[config.mk]
export PLATFORM = sky130hd
export DESIGN_NAME = game_flow_ctrl
export DESIGN_NICKNAME = d
export VERILOG_FILES = /design/src/rtl/game_flow_ctrl.sv
export SDC_FILE = /design/constraint.sdc
export NUM_CORES = 1
export LEC_CHECK = 0
export CAP_MARGIN = 20
export CORE_ASPECT_RATIO = 1.5
export CORE_UTILIZATION = 35
export DETAILED_ROUTE_END_ITERATION = 10
export HOLD_SLACK_MARGIN = 0.06
export PLACE_DENSITY = 0.66
export SLEW_MARGIN = 40
export SYNTH_ARGS = -nofsm -noshare
export SYNTH_HDL_FRONTEND = slang
export SYNTH_SLANG_ARGS = --single-unit
[constraint.sdc]
create_clock -name sys_clk -period 2.7 [get_ports sys_clk]
set_clock_uncertainty 0.15 [all_clocks]
set_input_delay 0.81 -clock sys_clk [delete_from_list [all_inputs] [get_ports sys_clk]]
set_output_delay 0.81 -clock sys_clk [all_outputs]
set_load 0.02 [all_outputs]
[src/rtl/game_flow_ctrl.sv]
// game_flow_ctrl: breakout game-flow sequencer (idle/serve/play/lost/over/win).
// Define GAME_FLOW_PAUSE_EN to compile in the PAUSE state and key_pause_n handling.
module game_flow_ctrl #(
    parameter int LIVES        = 3,
    parameter int SERVE_FRAMES = 120,
    parameter int LOST_FRAMES  = 60,
    parameter int CORE_RST_CYC = 4
) (
    input  logic        sys_clk,
    input  logic        sys_rst_n,
    input  logic        key_left_n,
    input  logic        key_right_n,
    input  logic        key_pause_n,
    input  logic        vsync,
    input  logic        hit_tgl,
    input  logic        ball_lost,
    input  logic        cleared,
    output logic        core_rst_n,
    output logic        game_run,
    output logic        ball_hold,
    output logic [1:0]  lives,
    output logic [15:0] score,
    output logic        end_game,
    output logic        win,
    output logic [2:0]  state
);

    localparam logic [2:0] S_IDLE  = 3'd0;
    localparam logic [2:0] S_SERVE = 3'd1;
    localparam logic [2:0] S_PLAY  = 3'd2;
    localparam logic [2:0] S_LOST  = 3'd3;
    localparam logic [2:0] S_OVER  = 3'd4;
    localparam logic [2:0] S_WIN   = 3'd5;
`ifdef GAME_FLOW_PAUSE_EN
    localparam logic [2:0] S_PAUSE = 3'd6;
`endif
    localparam int RC_W = $clog2(CORE_RST_CYC) + 1;

    logic [1:0]      vs_s, ht_s, bl_s, cl_s;
    logic            vs_q, ht_q;
    logic [1:0]      kl_q, kr_q;
    logic            frame_tick, hit_ev, lost_s, clr_s;
    logic            press_left, press_right, press_any;
    logic [RC_W-1:0] rc_cnt;
    logic            core_rst_req;
    logic [2:0]      st_nxt;
    logic [1:0]      lives_nxt;
    logic [15:0]     score_nxt;
    logic [7:0]      fc, fc_nxt;

    // two-flop synchronisers for the vga_clk-domain core signals
    always_ff @(posedge sys_clk or negedge sys_rst_n) begin
        if (!sys_rst_n) begin
            vs_s <= '0;
            ht_s <= '0;
            bl_s <= '0;
            cl_s <= '0;
            vs_q <= 1'b0;
            ht_q <= 1'b0;
        end else begin
            vs_s <= {vs_s[0], vsync};
            ht_s <= {ht_s[0], hit_tgl};
            bl_s <= {bl_s[0], ball_lost};
            cl_s <= {cl_s[0], cleared};
            vs_q <= vs_s[1];
            ht_q <= ht_s[1];
        end
    end

    assign frame_tick = vs_s[1] & ~vs_q;
    assign hit_ev     = ht_s[1] ^ ht_q;
    assign lost_s     = bl_s[1];
    assign clr_s      = cl_s[1];

    // register key levels so a press is a single-cycle falling-edge pulse
    always_ff @(posedge sys_clk or negedge sys_rst_n) begin
        if (!sys_rst_n) begin
            kl_q <= 2'b11;
            kr_q <= 2'b11;
        end else begin
            kl_q <= {kl_q[0], key_left_n};
            kr_q <= {kr_q[0], key_right_n};
        end
    end

    assign press_left  = kl_q[1] & ~kl_q[0];
    assign press_right = kr_q[1] & ~kr_q[0];
    assign press_any   = press_left | press_right;

`ifdef GAME_FLOW_PAUSE_EN
    logic [1:0] kp_q;
    logic       press_pause;

    // pause key edge detector, same shape as the paddle keys
    always_ff @(posedge sys_clk or negedge sys_rst_n) begin
        if (!sys_rst_n) kp_q <= 2'b11;
        else            kp_q <= {kp_q[0], key_pause_n};
    end

    assign press_pause = kp_q[1] & ~kp_q[0];
`else
    logic unused_pause;
    assign unused_pause = key_pause_n;
`endif

    // stretch each core reset request to CORE_RST_CYC cycles low
    always_ff @(posedge sys_clk or negedge sys_rst_n) begin
        if (!sys_rst_n) begin
            core_rst_n <= 1'b0;
            rc_cnt     <= RC_W'(CORE_RST_CYC - 1);
        end else if (core_rst_req) begin
            core_rst_n <= 1'b0;
            rc_cnt     <= RC_W'(CORE_RST_CYC - 1);
        end else if (rc_cnt != '0) begin
            rc_cnt <= rc_cnt - RC_W'(1);
        end else begin
            core_rst_n <= 1'b1;
        end
    end

    // next-state, lives, score and frame-count decisions
    always_comb begin
        st_nxt       = state;
        lives_nxt    = lives;
        score_nxt    = score;
        fc_nxt       = frame_tick ? fc + 8'd1 : fc;
        core_rst_req = 1'b0;
        case (state)
            S_IDLE: begin
                if (press_any) begin
                    core_rst_req = 1'b1;
                    lives_nxt    = 2'(LIVES);
                    score_nxt    = '0;
                    st_nxt       = S_SERVE;
                end
            end
            S_SERVE: begin
                if (press_any ||
                    (frame_tick && fc == 8'(SERVE_FRAMES - 1)))
                    st_nxt = S_PLAY;
            end
            S_PLAY: begin
                if (hit_ev && score != 16'hFFFF)
                    score_nxt = score + 16'd1;
                if (clr_s) begin
                    st_nxt = S_WIN;
                end else if (lost_s) begin
                    lives_nxt = lives - 2'd1;
                    st_nxt    = S_LOST;
`ifdef GAME_FLOW_PAUSE_EN
                end else if (press_pause) begin
                    st_nxt = S_PAUSE;
`endif
                end
            end
            S_LOST: begin
                if (frame_tick && fc == 8'(LOST_FRAMES - 1))
                    st_nxt = (lives == 2'd0) ? S_OVER : S_SERVE;
            end
            S_OVER, S_WIN: begin
                if (press_any) begin
                    core_rst_req = 1'b1;
                    st_nxt       = S_IDLE;
                end
            end
`ifdef GAME_FLOW_PAUSE_EN
            S_PAUSE: begin
                if (press_pause) st_nxt = S_PLAY;
            end
`endif
            default: st_nxt = S_IDLE;
        endcase
        if (st_nxt != state) fc_nxt = '0;
    end

    // state and all outputs registered, outputs decoded from the next state
    always_ff @(posedge sys_clk or negedge sys_rst_n) begin
        if (!sys_rst_n) begin
            state     <= S_IDLE;
            lives     <= '0;
            score     <= '0;
            fc        <= '0;
            game_run  <= 1'b0;
            ball_hold <= 1'b1;
            end_game  <= 1'b0;
            win       <= 1'b0;
        end else begin
            state     <= st_nxt;
            lives     <= lives_nxt;
            score     <= score_nxt;
            fc        <= fc_nxt;
            game_run  <= (st_nxt == S_SERVE) || (st_nxt == S_PLAY);
            ball_hold <= (st_nxt == S_IDLE) || (st_nxt == S_SERVE);
            end_game  <= (st_nxt == S_OVER);
            win       <= (st_nxt == S_WIN);
        end
    end

    // PLAY is never entered with zero lives, so a loss there cannot underflow
    a_no_underflow: assert property (@(posedge sys_clk) disable iff (!sys_rst_n)
        (state == S_PLAY && lost_s && !clr_s) |-> (lives != 2'd0));

endmodule

# == Yosys cells after proc, flatten, opt, wreduce, memory -nomap -nowiden ==
# Index checks and enable logic that the tools add are counted.
# W data, S select, Z words.
# word_totals
regBits,51
latchBits,0
mem_bits_rw,0
romBits,0
in_bits,9
out_inout_bits,26
n_memories,0
# classes
add_sub_neg,4
multipliers,0
div_mod_pow,0
n_lt_le_gt_ge,0
eq_ne,18
n_shift,0
mux,23
bitwise,8
reduce_logical,17
# op_table
op,n
$mux W16,2
$pmux W16 S2,1
$mux W3,9
$add A16 B1 Y16 const B,1
$mux W8,2
$ne A16 B16 Y1 const B,1
$pmux W3 S5,1
$eq A3 B3 Y1 const B,4
$ne A2 B2 Y1 const B,5
$eq A3 B2 Y1 const B,3
$add A8 B1 Y8 const B,1
$eq A8 B6 Y1 const B,1
$eq A8 B7 Y1 const B,1
$eq A3 B1 Y1 const B,2
$logic_not A3 Y1,2
$mux W2,3
$reduce_bool A2 Y1,3
$mux W1,4
$pmux W2 S2,1
$reduce_and A4 Y1,1
$and A1 B1 Y1,3
$logic_and A1 B1 Y1,3
$logic_or A1 B1 Y1,3
$ne A3 B3 Y1,1
other kinds (10),12

# == Longest topological paths before layout ==
# Gate-level depths: netlist (run 1).
# depth
word_depth,8
ltp_mapped,7
depth_no_buf,7

# == Worst setup path after synthesis (run 1) ==
# Ideal clock, no wire load.
# synth_path
path_kind,flip-flop to flip-flop
start,reg state[2]
end,reg score[9]
setup_time_ns,0.122
arrival_ns,1.865
slack_ns,0.564
stages_incl_launch_ff,8
n_path_buf,2
period_less_slack_ns,2.136
path_cell_list,dfrtp_1 clkbuf_8 nor3b_4 nand2_2 or2_2 buf_2 a22o_1 a32o_1
# synth_between
elab_chain_len,3
# synth_rtl
item,line_no,rtl
"start, declared",25,output logic [2:0] state
"start signal, assigned",188,state <= st_nxt;
$eq A3 B2 Y1 / $logic_not A3 Y1 (equally long branches),128,case (state)
$ne A2 B2 Y1 (no line) / $reduce_bool A2 Y1 (equally long branches),-,
$reduce_and A3 Y1 (no line),-,
"end signal, assigned",190,score <= score_nxt;
"end, declared",22,"output logic [15:0] score,"
# Several ways; a longest one is shown, not always the timed one.
# A chain may end at the register's enable or synchronous reset.

# == Worst setup path in the final report (run 1) ==
# layout_path
start,reg state[0]
end,out state[0]
# No word-level cell between the ends.

==> results of run 1 <==
==> logic make-up after synthesis <==
kind of cell	after synthesis	synth area share
buffers and inverters	12	0.0300
adders and majority gates	5	0.0255
xor gates and xnor gates	16	0.0570
muxes	6	0.0265
and+or+nand+nor	110	0.262
AOI/OAI and AO/OA	27	0.0764
DFF	51	0.523
==> registers in the layout, indices dropped and copies added (netlist names), 2 cells and up <==
register,flops
bl_s,2
cl_s,2
fc,8
ht_s,2
kl_q,2
kr_q,2
lives,2
rc_cnt,3
score,16
state,3
vs_s,2
==> power groups by stage <==
stage	clock network [mW]	registers, mW	logic [mW]
final	0.528	1.01	0.799
after global routing	0.587	1.04	0.886
after CTS	0.557	1.01	0.810
after detailed placement	0	1.03	0.806
after global placement	0	1.02	0.792
after floorplan	0	1.06	0.530
==> stage by stage <==
step | worst slack, ns | hold WS, ns | util | power (mW)
floorplan | 0.564 | 0.181 | - | 1.59
global placement | 0.394 | 0.185 | 0.420 | 1.81
detailed placement | 0.353 | 0.188 | 0.420 | 1.83
CTS | 0.110 | 0.210 | 0.437 | 2.38
global route | 0.0415 | 0.217 | 0.437 | 2.51
finish | 0.120 | 0.205 | 0.437 | 2.34
==> area by class of cell <==
cell class / instances / share of cell area
multi-input combinational: 164 / 0.370
timing repair buffer: 35 / 0.119
clock buffer: 5 / 0.0231
tap: 78 / 0.0328
inverter: 7 / 0.00884
sequential: 51 / 0.432
clock inverter: 3 / 0.0147
==> synthesized netlist by cell type, types with 3 or more instances <==
| library cell | instances | area share |
|---|---|---|
| sky130_fd_sc_hd__nand3_1 | 11 | 0.022 |
| sky130_fd_sc_hd__ha_1 | 5 | 0.025 |
| sky130_fd_sc_hd__nor4_1 | 5 | 0.013 |
| sky130_fd_sc_hd__o32ai_1 | 3 | 0.011 |
| sky130_fd_sc_hd__nand2_1 | 19 | 0.029 |
| sky130_fd_sc_hd__nor3_1 | 3 | 0.0061 |
| sky130_fd_sc_hd__xor2_1 | 6 | 0.021 |
| sky130_fd_sc_hd__nor2_1 | 30 | 0.046 |
| sky130_fd_sc_hd__dfstp_2 | 7 | 0.075 |
| sky130_fd_sc_hd__o21ai_0 | 7 | 0.014 |
| sky130_fd_sc_hd__a21oi_1 | 6 | 0.012 |
| sky130_fd_sc_hd__nand4_1 | 5 | 0.013 |
| sky130_fd_sc_hd__xnor2_1 | 10 | 0.036 |
| sky130_fd_sc_hd__mux2i_1 | 5 | 0.020 |
| sky130_fd_sc_hd__dfrtp_1 | 44 | 0.45 |
| sky130_fd_sc_hd__or2b_2 | 3 | 0.011 |
| sky130_fd_sc_hd__inv_1 | 7 | 0.011 |
| sky130_fd_sc_hd__nand3b_1 | 4 | 0.012 |
| sky130_fd_sc_hd__and4_1 | 3 | 0.011 |
| sky130_fd_sc_hd__nor2b_1 | 5 | 0.013 |
==> layer usage <==
metal	GRT usage	wire length, um
met5	0	0
met4	0.0729	133
met3	0.0309	185
met2	0.246	2490
met1	0.164	1950
==> path summary, 6_finish.rpt <==
check / from / cells after the start / to / slack (ns)
min in group asynchronous: sys_rst_n / 1 / score[10] / 0.33
max in group asynchronous: sys_rst_n / 2 / bl_s[1] / 1.52
worst min-delay path: vs_s[0] / 0 / vs_s[1] / 0.21
worst min register to register: vs_s[0] / 0 / vs_s[1] / 0.21
worst max-delay path: state[0] / 1 / state[0] / 0.12
worst max register to register: fc[0] / 6 / game_run / 0.32
==> run_results.csv, run 1 <==
group,metric,value,unit
run_status,run_status,"completed",
cts,cts_max_level,2,
routing,postRouteWirelength,4.75,mm
worst_setup_path,critical_path.startpoint_type,"flop",
pwr,p_int,1.54,mW
global_routing,grt.total_usage,0.143,
logic_synthesis,ys_ff_latch,51,
placed_design,placed_instance_count,335,
floorplanning,fp.dieArea,7370,um2
floorplanning,floorplan.die.height,105,um
finish,final_layout_size_suffix_gt1_frac,0.140,
logic_synthesis,ys_seq_area_frac,0.523,
sta,final-setup-viol-count,0,
logic_synthesis,postSynth.asyncResetShare,1.00,
worst_setup_path,timing.critical_path.buf_inv,1,
worst_setup_path,cpPeakStageDelay,0.71,ns
sta,final_hold_violation_count,0,
sta,rsz_0062_raised_after_global_routing,"no",
cts,cts_inserted_buffers,5,
placed_design,dpl_cell_area,2860,um2
logic_synthesis,yosys.cell_types.count,51,
routing,routed_via_density,5.29,
routing,routed_wire_length_per_instance,13.9,um
finish,multi_input_area,1100,um2
pwr,power.switching,0.805,mW
cts,clkLatencyLatePin,0.30,ns
logic_synthesis,synth_area,2460,um2
finish,finish.instance_area,2970,um2
worst_setup_path,timing.critical_path.to_type,"output pin",
finish,number_of_nets_in_the_final_layout,278,
worst_setup_path,path_delay_family,"buffers and inverters",
logic_synthesis,edff_count_synth,0,
finish,antenna_cells,0,
placed_design,gp_congestion,0.875,
cts,post_cts_resize_count,0,
logic_synthesis,postSynthAreaPerCell,10.8,um2
flow_run,cap_viol_max_count,0,
floorplanning,design.portCount,35,
sta,layout_worst_path_cycle_share,0.956,
placed_design,place.detailed.hpwl,3.47,mm
finish,layout_commonest_cell,"sky130_fd_sc_hd__dfrtp_1",
global_routing,grt_remaining_overflow,0,
global_routing,grt_antenna_before_repair,0,
pwr,pwr-share-comb,0.341,
floorplanning,die_width,70.4,um
routing,vias,1813,
cts,ctsRootBufferMaster,"sky130_fd_sc_hd__clkbuf_8",
worst_setup_path,criticalPathCategory,"flop to output pin",
floorplanning,area_of_the_core,6810,um2
pwr,switching_share,0.344,
routing,detail-route-antenna-nets,0,
global_routing,grt_start_max_net_pins,30,
global_routing,global_route_wire_length_before_repair,8.32,mm
logic_synthesis,synth_warnings,0,
worst_setup_path,worstPathRequired,1.74,ns
placed_design,io_buf_count,33,
hold_path,worst_hold_path_type,"flop to flop",
finish,final_cell_mix,"sky130_fd_sc_hd__dfrtp_1, sky130_fd_sc_hd__clkdlybuf4s50_1, sky130_fd_sc_hd__nor2_1, sky130_fd_sc_hd__nand2_1, sky130_fd_sc_hd__nand3_1",
cts,postCtsSetupRepairBufs,0,
sta,setup_total_negative_slack,0,ns
pwr,power_dens_cells,788,nW/um2
worst_setup_path,timing.critical_path.arrival,1.62,ns
logic_synthesis,synth.net_count,241,
worst_setup_path,slowest_stage,"sky130_fd_sc_hd__clkdlybuf4s50_1",
routing,drt_pre_antenna_iters,4,
worst_setup_path,crit_path_max_fanout,12,
cts,cts_hold_buf,0,
cts,clk_path_buf_depth,2,
cts,clock-sinks,51,
cts,tritoncts,"done",
pwr,largest_vdd_supply_drop,0.543,mV
floorplanning,initial_core_util,0.361,
sta,layout_min_cycle_time,2.58,ns
worst_setup_path,cp_cell_sequence,"clkdlybuf4s50_1",
sta,relSlewSlack,0.572,
global_routing,grt_pass1_vias,1791,
cts,path_clk_slew,0.09,ns
routing,drtIter0Drc,64,
logic_synthesis,ys.flop_type,"sky130_fd_sc_hd__dfrtp_1",
pwr,power.static_leakage,1.27,nW
sta,tightestPinTransition,0.643,ns
pwr,clock_share_of_power,0.225,
logic_synthesis,synthCells,227,
finish,sequential_cell_area,1280,um2
sta,drv_slew,0,
sta,fmaxAchievable,0.388,GHz
finish,filler_cell_count,667,
finish,layout-area-overhead-vs-synth,21.0,%
finish,post_layout_nonfiller_instances,343,
routing,drcViolationCount,0,
pwr,power.share.sequential,0.433,
floorplanning,num_rows,37,
No activity file was read; power rests on OpenSTA's default activity.
==> inputs of run 2 (changes only) <==
--- a/config.mk
+++ b/config.mk
@@ -8,8 +8,9 @@
 export CAP_MARGIN = 20
 export CORE_ASPECT_RATIO = 1.5
 export CORE_UTILIZATION = 35
+export CTS_CLUSTER_DIAMETER = 120
 export DETAILED_ROUTE_END_ITERATION = 10
-export HOLD_SLACK_MARGIN = 0.06
+export HOLD_SLACK_MARGIN = 0.08
 export PLACE_DENSITY = 0.66
 export SLEW_MARGIN = 40
 export SYNTH_ARGS = -nofsm -noshare
==> results of run 2 <==
No change in the layout: final DEF, timing and power equal those of run 1.
==> inputs of run 3 (changes only) <==
--- a/config.mk
+++ b/config.mk
@@ -12,6 +12,7 @@
 export DETAILED_ROUTE_END_ITERATION = 10
 export HOLD_SLACK_MARGIN = 0.08
 export PLACE_DENSITY = 0.66
+export SKIP_LAST_GASP = 1
 export SLEW_MARGIN = 40
 export SYNTH_ARGS = -nofsm -noshare
 export SYNTH_HDL_FRONTEND = slang
==> results of run 3 <==
No change in the layout: final DEF, timing and power equal those of run 1.
